===== src/rtl/spi_transaction_arbiter_if.sv =====
// Bundle shared by the arbiter: client request/response lanes plus the SPI master control side.
// The arbiter uses the slave modport; the driving environment uses master.
interface spi_transaction_arbiter_if #(
  parameter int NUM_REQUESTERS      = 4,
  parameter int INCOMING_DATA_WIDTH = 8,
  parameter int OUTGOING_DATA_WIDTH = 16,
  parameter int NUMBER_OF_SLAVES    = 2
);
  logic                                           enable;
  logic [NUM_REQUESTERS-1:0]                      req;
  logic [NUM_REQUESTERS*NUMBER_OF_SLAVES-1:0]     req_slave;
  logic [NUM_REQUESTERS-1:0]                      req_operation;
  logic [NUM_REQUESTERS*OUTGOING_DATA_WIDTH-1:0]  req_data;
  logic [NUM_REQUESTERS-1:0]                      grant;
  logic [NUM_REQUESTERS-1:0]                      done;
  logic [INCOMING_DATA_WIDTH-1:0]                 rdata;
  logic                                           timeout_err;
  logic                                           spi_enable;
  logic                                           spi_start_transaction;
  logic                                           spi_operation;
  logic [NUMBER_OF_SLAVES-1:0]                    spi_slave;
  logic [OUTGOING_DATA_WIDTH-1:0]                 spi_outgoing_data;
  logic                                           spi_end_of_transaction;
  logic [INCOMING_DATA_WIDTH-1:0]                 spi_incoming_data;

  modport slave (
    input  enable, req, req_slave, req_operation, req_data,
           spi_end_of_transaction, spi_incoming_data,
    output grant, done, rdata, timeout_err, spi_enable, spi_start_transaction,
           spi_operation, spi_slave, spi_outgoing_data
  );

  modport master (
    output enable, req, req_slave, req_operation, req_data,
           spi_end_of_transaction, spi_incoming_data,
    input  grant, done, rdata, timeout_err, spi_enable, spi_start_transaction,
           spi_operation, spi_slave, spi_outgoing_data
  );
endinterface


===== src/rtl/spi_transaction_arbiter.sv =====
// Round-robin arbiter multiplexing several clients onto one SPI master, with a BUSY-state
// watchdog that forces completion (rdata=0, timeout_err) if the master never ends the transfer.
module spi_transaction_arbiter #(
  parameter int NUM_REQUESTERS      = 4,
  parameter int INCOMING_DATA_WIDTH = 8,
  parameter int OUTGOING_DATA_WIDTH = 16,
  parameter int NUMBER_OF_SLAVES    = 2,
  parameter int TIMEOUT_CYCLES      = 1024
) (
  input  logic                  clk,
  input  logic                  reset_n,
  spi_transaction_arbiter_if.slave bus
);
  localparam int NR   = NUM_REQUESTERS;
  localparam int IW   = INCOMING_DATA_WIDTH;
  localparam int OW   = OUTGOING_DATA_WIDTH;
  localparam int NS   = NUMBER_OF_SLAVES;
  localparam int IDXW = (NR > 1) ? $clog2(NR) : 1;
  localparam int CW   = $clog2(TIMEOUT_CYCLES + 1);

  typedef enum logic [1:0] {IDLE, START, BUSY, DONE} state_e;

  state_e          state_q, state_d;
  logic [NR-1:0]   grant_q, grant_d;
  logic [NR-1:0]   done_q, done_d;
  logic [IW-1:0]   rdata_q, rdata_d;
  logic            terr_q, terr_d;
  logic            start_q, start_d;
  logic            spi_en_q, spi_en_d;
  logic            op_q, op_d;
  logic [NS-1:0]   slave_q, slave_d;
  logic [OW-1:0]   odata_q, odata_d;
  logic [CW-1:0]   cnt_q, cnt_d;
  logic [IDXW-1:0] last_q, last_d;
  logic [IDXW-1:0] own_q, own_d;

  logic [2*NR-1:0] rot, rot_sh;
  logic [NR-1:0]   opv;
  logic [IDXW-1:0] pick;
  int              fj;

  // Rotate the request vector so bit 0 is the client right after last_owner; first set bit wins.
  always_comb begin
    rot = {bus.req, bus.req} >> (int'(last_q) + 1);
    fj  = 0;
    for (int j = NR - 1; j >= 0; j--) begin
      rot_sh = rot >> j;
      if (rot_sh[0]) fj = j;
    end
    pick = IDXW'((int'(last_q) + 1 + fj) % NR);
    opv  = bus.req_operation >> pick;
  end

  always_comb begin
    state_d  = state_q;
    grant_d  = grant_q;
    done_d   = '0;
    rdata_d  = rdata_q;
    terr_d   = 1'b0;
    start_d  = 1'b0;
    spi_en_d = 1'b1;
    op_d     = op_q;
    slave_d  = slave_q;
    odata_d  = odata_q;
    cnt_d    = cnt_q;
    last_d   = last_q;
    own_d    = own_q;
    case (state_q)
      IDLE: if (bus.enable && (|bus.req)) begin
        own_d   = pick;
        grant_d = NR'(1) << pick;
        slave_d = NS'(bus.req_slave >> (int'(pick) * NS));
        odata_d = OW'(bus.req_data >> (int'(pick) * OW));
        op_d    = opv[0];
        start_d = 1'b1;
        state_d = START;
      end
      START: begin
        cnt_d   = '0;
        state_d = BUSY;
      end
      BUSY: begin
        // End-of-transaction wins over a coinciding timeout.
        if (bus.spi_end_of_transaction) begin
          rdata_d = bus.spi_incoming_data;
          done_d  = grant_q;
          state_d = DONE;
        end else if (cnt_q == CW'(TIMEOUT_CYCLES - 1)) begin
          rdata_d = '0;
          done_d  = grant_q;
          terr_d  = 1'b1;
          state_d = DONE;
        end else begin
          cnt_d = cnt_q + 1'b1;
        end
      end
      DONE: begin
        grant_d = '0;
        last_d  = own_q;
        state_d = IDLE;
      end
      default: state_d = IDLE;
    endcase
  end

  always_ff @(posedge clk) begin
    if (!reset_n) begin
      state_q  <= IDLE;
      grant_q  <= '0;
      done_q   <= '0;
      rdata_q  <= '0;
      terr_q   <= 1'b0;
      start_q  <= 1'b0;
      spi_en_q <= 1'b0;
      op_q     <= 1'b0;
      slave_q  <= '0;
      odata_q  <= '0;
      cnt_q    <= '0;
      last_q   <= IDXW'(NR - 1);
      own_q    <= '0;
    end else begin
      state_q  <= state_d;
      grant_q  <= grant_d;
      done_q   <= done_d;
      rdata_q  <= rdata_d;
      terr_q   <= terr_d;
      start_q  <= start_d;
      spi_en_q <= spi_en_d;
      op_q     <= op_d;
      slave_q  <= slave_d;
      odata_q  <= odata_d;
      cnt_q    <= cnt_d;
      last_q   <= last_d;
      own_q    <= own_d;
    end
  end

  assign bus.grant                 = grant_q;
  assign bus.done                  = done_q;
  assign bus.rdata                 = rdata_q;
  assign bus.timeout_err           = terr_q;
  assign bus.spi_enable            = spi_en_q;
  assign bus.spi_start_transaction = start_q;
  assign bus.spi_operation         = op_q;
  assign bus.spi_slave             = slave_q;
  assign bus.spi_outgoing_data     = odata_q;
endmodule


===== src/flat_wrapper.sv =====
// flat-port wrapper written by rule: the top's interface ports become plain ports
module spi_transaction_arbiter_flat 
#(
  parameter int NUM_REQUESTERS      = 4,
  parameter int INCOMING_DATA_WIDTH = 8,
  parameter int OUTGOING_DATA_WIDTH = 16,
  parameter int NUMBER_OF_SLAVES    = 2,
  parameter int TIMEOUT_CYCLES      = 1024
)
  (clk, reset_n, bus_enable, bus_req, bus_req_slave, bus_req_operation, bus_req_data, bus_spi_end_of_transaction, bus_spi_incoming_data, bus_grant, bus_done, bus_rdata, bus_timeout_err, bus_spi_enable, bus_spi_start_transaction, bus_spi_operation, bus_spi_slave, bus_spi_outgoing_data);
  spi_transaction_arbiter_if #(.NUM_REQUESTERS(NUM_REQUESTERS), .INCOMING_DATA_WIDTH(INCOMING_DATA_WIDTH), .OUTGOING_DATA_WIDTH(OUTGOING_DATA_WIDTH), .NUMBER_OF_SLAVES(NUMBER_OF_SLAVES)) bus_i ();
  input  logic clk;
  input  logic reset_n;
  input wire logic [$bits(bus_i.enable)-1:0] bus_enable;
  input wire logic [$bits(bus_i.req)-1:0] bus_req;
  input wire logic [$bits(bus_i.req_slave)-1:0] bus_req_slave;
  input wire logic [$bits(bus_i.req_operation)-1:0] bus_req_operation;
  input wire logic [$bits(bus_i.req_data)-1:0] bus_req_data;
  input wire logic [$bits(bus_i.spi_end_of_transaction)-1:0] bus_spi_end_of_transaction;
  input wire logic [$bits(bus_i.spi_incoming_data)-1:0] bus_spi_incoming_data;
  output wire logic [$bits(bus_i.grant)-1:0] bus_grant;
  output wire logic [$bits(bus_i.done)-1:0] bus_done;
  output wire logic [$bits(bus_i.rdata)-1:0] bus_rdata;
  output wire logic [$bits(bus_i.timeout_err)-1:0] bus_timeout_err;
  output wire logic [$bits(bus_i.spi_enable)-1:0] bus_spi_enable;
  output wire logic [$bits(bus_i.spi_start_transaction)-1:0] bus_spi_start_transaction;
  output wire logic [$bits(bus_i.spi_operation)-1:0] bus_spi_operation;
  output wire logic [$bits(bus_i.spi_slave)-1:0] bus_spi_slave;
  output wire logic [$bits(bus_i.spi_outgoing_data)-1:0] bus_spi_outgoing_data;
  assign bus_i.enable = bus_enable;
  assign bus_i.req = bus_req;
  assign bus_i.req_slave = bus_req_slave;
  assign bus_i.req_operation = bus_req_operation;
  assign bus_i.req_data = bus_req_data;
  assign bus_i.spi_end_of_transaction = bus_spi_end_of_transaction;
  assign bus_i.spi_incoming_data = bus_spi_incoming_data;
  assign bus_grant = bus_i.grant;
  assign bus_done = bus_i.done;
  assign bus_rdata = bus_i.rdata;
  assign bus_timeout_err = bus_i.timeout_err;
  assign bus_spi_enable = bus_i.spi_enable;
  assign bus_spi_start_transaction = bus_i.spi_start_transaction;
  assign bus_spi_operation = bus_i.spi_operation;
  assign bus_spi_slave = bus_i.spi_slave;
  assign bus_spi_outgoing_data = bus_i.spi_outgoing_data;
  spi_transaction_arbiter #(.NUM_REQUESTERS(NUM_REQUESTERS), .INCOMING_DATA_WIDTH(INCOMING_DATA_WIDTH), .OUTGOING_DATA_WIDTH(OUTGOING_DATA_WIDTH), .NUMBER_OF_SLAVES(NUMBER_OF_SLAVES), .TIMEOUT_CYCLES(TIMEOUT_CYCLES)) u_core (.clk(clk), .reset_n(reset_n), .bus(bus_i));
endmodule

===== config.mk =====
export PLATFORM = sky130hd
export DESIGN_NAME = spi_transaction_arbiter_flat
export DESIGN_NICKNAME = d
export VERILOG_FILES = /design/src/rtl/spi_transaction_arbiter_if.sv /design/src/rtl/spi_transaction_arbiter.sv /design/src/flat_wrapper.sv
export SDC_FILE = /design/constraint.sdc
export NUM_CORES = 1
export LEC_CHECK = 0
export CORE_MARGIN = 4
export CORE_UTILIZATION = 48
export DETAILED_ROUTE_END_ITERATION = 8
export GPL_TIMING_DRIVEN = 0
export PLACE_DENSITY = 0.95
export SLEW_MARGIN = 15
export SYNTH_ARGS = -nofsm -noshare
export SYNTH_HDL_FRONTEND = slang
export SYNTH_SLANG_ARGS = --single-unit

===== constraint.sdc =====
create_clock -name clk -period 8.85 [get_ports clk]
set_input_delay 1.77 -clock clk [delete_from_list [all_inputs] [get_ports clk]]
set_output_delay 1.77 -clock clk [all_outputs]
set_load 0.1 [all_outputs]

==> metrics, run 1 <==
ANT cells 0; share of the synthesized area in the top cell type 32.5%; H-tree depth 2; crit-path cells clkdlybuf4s50_1 -> nor2_1 -> or4_1 -> o2111ai_1 -> ha_1 -> xnor2_2 -> xnor2_1 -> clkbuf_1 -> o21ai_1 -> buf_4 -> a221oi_2 -> o41ai_2; via count 3519; CTS sink count 55; flops & latches, synth 55; Core Area 0.00683 sq mm; RSZ-0062 raised after global routing false; startpoint types input port; Nets 607; post-DR wirelength/cell 16.9 um; Setup crit start bus_req[2]; Power Internal 615 uW; CP Max Fanout 10; mapped cell area 0.00339 sq mm; Rel. slew slack 32.5%; clk_lat worst skew 320 ps; die area 0.00847 sq mm; fin cells 605; synthesized instance count 373; Worst R2R Setup Slack 5770 ps; vias in the first global route 3674; Static Leak 1.96 nW; Congestion Overflow GR 0; final setup vio count 0; Yosys top cell by area dfxtp_1; initial antenna violation count 0; Post-synth EDFFs 0; Final Hold Violating Endpoints 0; clk buf depth 2; layout cells sized above 1 12.2%; combinational power share 63.5%; highest cell delay on the worst timing path 610 ps; chip width 92.0 um; post_cts resized 0; # fillers 513; Ports 130; CTS tree done; Tot GR Track Use 24.1%; Fin Hold WS 481 ps; CTS root buffer clkbuf_8; status finished clean; register area 0.00110 sq mm; Placed Cells 597; ANT nets after route 0; largest net degree at the start of global routing 19; top post-synthesis cells by area dfxtp_1 (32%), o41ai_2 (8.2%), a221oi_2 (7.5%); Synth warnings 0; sequential power share 24.9%; RR Startpoint u_core.last_q[0]; crit-path leading delay family buffers and inverters; Seq/Total Area, Yosys 32.5%; syn nets 472; Detailed Place HPWL 8010 um; Net Sw Power 669 uW; Buffers & Inverters on Critical Path 3; WL final 10200 um; DRC Markers 0; critical path class input port to flop; area occupied by multi-input gates 0.00211 sq mm; Setup TNS 0 ps; MaxCap Viol Count 0; Layout area overhead 44.1%; Pre-Repair DR Iteration Count 5; Distinct cells, synth 51; Port Buffers 128; Worst VDD drop 179 uV; Worst Skew 15.0 ps; switching fraction of total power 52.1%; Tcrit/Tclk final 52.2%; clk slew on worst S/H paths 110 ps; worst hold start u_core.bus.grant[1]; worst path arrival time 4840 ps; ys async rst share 0%; Clock Power Share 11.6%; Post-synth top flop dfxtp_1; Mean Syn Cell Area 9.08 sq um; Max Slew Vio Count 0; Placer Congestion 0.859; Critical Path Slowest Stage Cell clkdlybuf4s50_1; Vias/cell 5.82; Final Power 1.28 mW; die height 92.0 um; Final min period 4620 ps; Worst Tran Pin Value 1010 ps; Required @ worst endpoint 9070 ps; Row Count 30; pwr dens 263 mW/mm^2; CP endpoint kind flop; f_max 0.216 GHz; Starting Density 49.6%; First DRT Iteration DRCs 206; worst hold path type flop to flop; CTS Buf Count 5; Post-CTS Setup Repair Bufs 0; CTS Hold Bufs 0; global-route wire length before repair 16900 um
-- cell usage in the layout, fill, tap and decap left out, types with 2 or more instances in the layout --
cell type,netlist,routed
or4_1,2,2
a21boi_0,4,4
xor2_1,5,5
xnor2_1,2,2
ha_1,7,7
clkbuf_8,0,5
nand2_1,38,38
a22o_1,10,10
o21a_1,2,2
buf_2,7,7
inv_1,6,6
o211ai_1,3,3
and3_1,21,21
mux2i_1,20,20
or3_4,2,2
o41ai_1,2,2
nor2_1,36,36
buf_1,2,2
o2111ai_1,2,2
nor3_1,4,4
nand3_1,25,25
o41ai_2,17,17
nand4_1,6,6
buf_4,2,2
o21ai_0,7,7
nand2b_1,2,2
clkdlybuf4s50_1,0,128
dfxtp_1,55,55
nor3b_1,2,2
and2_1,7,7
a221oi_2,17,17
clkbuf_1,18,18
nor2b_1,20,20
-- stage by stage --
| step | worst slack [ps] | instance area (sq um) | utilization (%) |
|---|---|---|---|
| floorplan | 4810 | 3390 | - |
| global placement | 4020 | 4790 | 70.1 |
| detailed placement | 3970 | 4790 | 70.1 |
| CTS | 4260 | 4880 | 71.4 |
| global route | 3890 | 4880 | 71.4 |
| finish | 4230 | 4880 | 71.4 |
-- worst paths after layout --
path                                 endpoint  cells after the start
max          u_core.bus.spi_outgoing_data[11]                     12
min                       u_core.bus.grant[1]                      2
max reg2reg  u_core.bus.spi_outgoing_data[11]                     11
min reg2reg               u_core.bus.grant[1]                      2
-- layer usage --
metal	up-vias	track usage, %	share of wire (%)
met2	204	43.6	51
met4	0	9.16	2.4
met5	-	0	0
li1	1642	-	-
met3	27	6.40	9.6
met1	1646	26.9	37
-- synth_stat cells (all sizes together) (4+ instances only) --
cell    count
dfxtp      55
nand2      38
nor2       37
nand3      26
and3       22
mux2i      20
nor2b      20
o41ai      19
a221oi     18
clkbuf     18
buf        13
a22o       10
o21ai       8
and2        7
ha          7
inv         6
nand4       6
xor2        5
a21boi      4
nor3        4
-- registers in the layout (all words and copies together) (netlist names), 2 cells and up --
name	flops
u_core.bus.spi_slave	2
u_core.bus.rdata	8
u_core.own_q	2
u_core.state_q	2
u_core.bus.spi_outgoing_data	16
u_core.bus.done	4
u_core.last_q	2
u_core.cnt_q	11
u_core.bus.grant	4
-- tightest hold or removal path: cells and delay by family (launching register included) --
kind,cells,cell delay [ps]
flip-flops,1,330
AO/OA/AOI/OAI,1,60
AND/OR/NAND/NOR,1,50
-- layout make-up --
class	count	area share (%)
buffer	31	3.10
multi-input combinational	281	43.3
clock buffer	5	1.41
inverter	6	0.461
clock inverter	3	0.461
sequential	55	22.6
tap	96	2.46
timing repair buffer	128	26.2
-- power groups by stage --
stage / clock network, mW / registers [mW] / logic (mW)
after global placement: 0 / 0.322 / 0.787
after CTS: 0.147 / 0.319 / 0.813
after global routing: 0.156 / 0.324 / 0.865
after detailed placement: 0 / 0.323 / 0.808
after floorplan: 0 / 0.569 / 0.360
final: 0.149 / 0.320 / 0.816
-- logic make-up (layout without fill, tap and decap cells) --
group,Yosys count,count (layout),synth area share [%]
and+or+nand+nor,169,169,25.6
muxes,21,21,6.24
buffers and inverters,37,173,5.13
xor gates and xnor gates,8,8,2.29
DFF,55,55,32.5
adders and majority gates,7,7,2.58
AOI/OAI and AO/OA,76,76,25.7
Power figures use the tool's default switching activity.
==> inputs of run 2 (changes only) <==
--- a/config.mk
+++ b/config.mk
@@ -6,10 +6,10 @@
 export NUM_CORES = 1
 export LEC_CHECK = 0
 export CORE_MARGIN = 4
-export CORE_UTILIZATION = 48
+export CORE_UTILIZATION = 45
 export DETAILED_ROUTE_END_ITERATION = 8
 export GPL_TIMING_DRIVEN = 0
-export PLACE_DENSITY = 0.95
+export PLACE_DENSITY = 0.91
 export SLEW_MARGIN = 15
 export SYNTH_ARGS = -nofsm -noshare
 export SYNTH_HDL_FRONTEND = slang
==> constraint.sdc (replaced) <==
create_clock -name clk -period 4.7 [get_ports clk]
set_input_delay 0.94 -clock clk [delete_from_list [all_inputs] [get_ports clk]]
set_output_delay 0.94 -clock clk [all_outputs]
set_load 0.1 [all_outputs]
==> run 2 against run 1 <==
  * Power is 92% higher
  * Critical endpoint is now u_core.bus.spi_outgoing_data[15]
  * Non-clock buffer count stayed put
  * Sequential power is 87% higher
  * Largest cell class unchanged
  * Sequential share of layout area is 0.16 points lower
  * Cell area is 0.69% higher
==> metrics, run 2 (same netlist as run 1, synthesis figures left out) <==
Pre-Repair DR Iteration Count 5 (unchanged); chip width 94.8 um (+3.0%); Layout area overhead 45.1%; Tcrit/Tclk final 80.5%; worst hold path type flop to flop; final instance area 0.00491 sq mm (+0.69%); H-tree depth 2 (unchanged); CTS Hold Bufs 0 (unchanged); vias in the first global route 3434 (-6.5%); Required @ worst endpoint 4880 ps (-4190 ps); CP endpoint kind flop; Worst Skew 14.7 ps (-0.331 ps); initial antenna violation count 0 (unchanged); Row Count 31 (+3.3%); most common cell after layout, fill and taps aside clkdlybuf4s50_1; layout cells sized above 1 12.2% (unchanged); Detailed Place HPWL 7900 um (-1.4%); die area 0.00898 sq mm (+6.1%); post_cts resized 0 (unchanged); GRT busiest layer met2; Setup TNS 0 ps (unchanged); WL final 10000 um (-1.8%); Placer Congestion 0.822 (-4.2%); Final min period 3780 ps; global-route wire length before repair 15900 um (-5.9%); Buffers & Inverters on Critical Path 3 (unchanged); DRC Markers 0 (unchanged); Tot GR Track Use 22.1% (-2.0 points); Core Area 0.00729 sq mm (+6.7%); f_max 0.264 GHz; Congestion Overflow GR 0 (unchanged); Nets 607 (unchanged); worst slack, placed 643 ps (-3320 ps); CTS root buffer clkbuf_8; MaxCap Viol Count 0 (unchanged); setup slack after layout 915 ps (-3310 ps); Post-CTS Setup Repair Bufs 0 (unchanged); die height 94.8 um (+3.0%); status finished clean; critical path class input port to flop; most frequent cells in the layout clkdlybuf4s50_1 (128), dfxtp_1 (55), nand2_1 (38), nor2_1 (36), nand3_1 (25); final core utilization 67.4% (-4.0 points); pwr dens 502 mW/mm^2 (+91%); Largest register FFs 16 (unchanged); final setup vio count 0 (unchanged); # fillers 578 (+13%); startpoint types input port; Worst VDD drop 495 uV (+180%); CTS Buf Count 5 (unchanged); worst path arrival time 3970 ps (-870 ps); clk slew on worst S/H paths 120 ps (about the same); crit-path leading delay family buffers and inverters; ANT cells 0 (unchanged); Final Hold Violating Endpoints 0 (unchanged); Vias/cell 5.59 (-3.9%); CTS sink count 55 (unchanged); highest cell delay on the worst timing path 610 ps (about the same); via count 3399 (-3.4%); GRT met3 Usage 4.54% (-1.9 points); crit-path cells clkdlybuf4s50_1 -> nor2_1 -> or4_1 -> o2111ai_1 -> ha_1 -> xnor2_2 -> xnor2_1 -> clkbuf_1 -> o21ai_1 -> buf_2 -> a221oi_2 -> o41ai_2; Max Slew Vio Count 0 (unchanged); Critical Path Slowest Stage Cell clkdlybuf4s50_1; clk_lat worst skew 310 ps (about the same); post-DR wirelength/cell 16.5 um (-2.2%); Starting Density 46.5% (-3.1 points); RSZ-0062 raised after global routing false; Ports 130 (unchanged); Rel. slew slack 32.6% (+0.055 points); First DRT Iteration DRCs 133 (-35%); Fin Hold WS 485 ps (+3.36 ps); ANT nets after route 0 (unchanged); largest net degree at the start of global routing 18 (-1); register area 0.00110 sq mm (unchanged); Static Leak 1.98 nW (+0.68%); clk buf depth 2 (unchanged); area occupied by multi-input gates 0.00211 sq mm (unchanged); met2 GRT Util 41.5% (-2.0 points); Worst Tran Pin Value 1010 ps (-0.819 ps); CP Max Fanout 10 (unchanged); Port Buffers 128 (unchanged); Area after DPL 0.00479 sq mm (about the same); M1 GR Usage 24.7% (-2.2 points); CTS tree done
[run 2: path summary, 6_finish.rpt]
kind	cells past startpoint	start	to	slack [ps]
min reg2reg	2	u_core.own_q[0]	u_core.own_q[0]	480
max	12	bus_req[2]	u_core.bus.spi_outgoing_data[15]	920
max reg2reg	11	u_core.last_q[0]	u_core.bus.spi_outgoing_data[15]	1650
min	2	u_core.own_q[0]	u_core.own_q[0]	480
[run 2: final cells by class]
type	count	area share (%)
flip-flops and latches	55	22.4
well taps	99	2.52
clock inverters	2	0.789
clock buffers	6	1.68
repair buffers	128	26.1
plain buffers	31	3.08
multi-input cells	281	43.0
inverters	6	0.458
[run 2: layer usage]
layer	vias to the layer above	routed length (um)	share of wire (%)
met1	1593	3970	40
li1	1636	-	-
met3	19	743	7.4
met5	-	0	0
met4	0	163	1.6
met2	151	5150	51
[run 2: worst min-delay path, delay by kind of cell, from the launching register on]
| family | cells | cell delay [ps] |
|---|---|---|
| flip-flops | 1 | 330 |
| AO/OA/AOI/OAI | 1 | 70 |
| AND/OR/NAND/NOR | 1 | 50 |
[run 2: per-stage QoR]
step | std cells | total power, mW
detailed placement | 600 | 2.13
global route | 608 | 2.59
finish | 608 | 2.47
CTS | 608 | 2.46
floorplan | 373 | 1.75
global placement | 600 | 2.09
[run 2: report_power, final]
group          switching [mW]  internal (mW)
logic                    1.02          0.501
clock network           0.165          0.176
registers              0.0512          0.549
total                    1.24           1.23
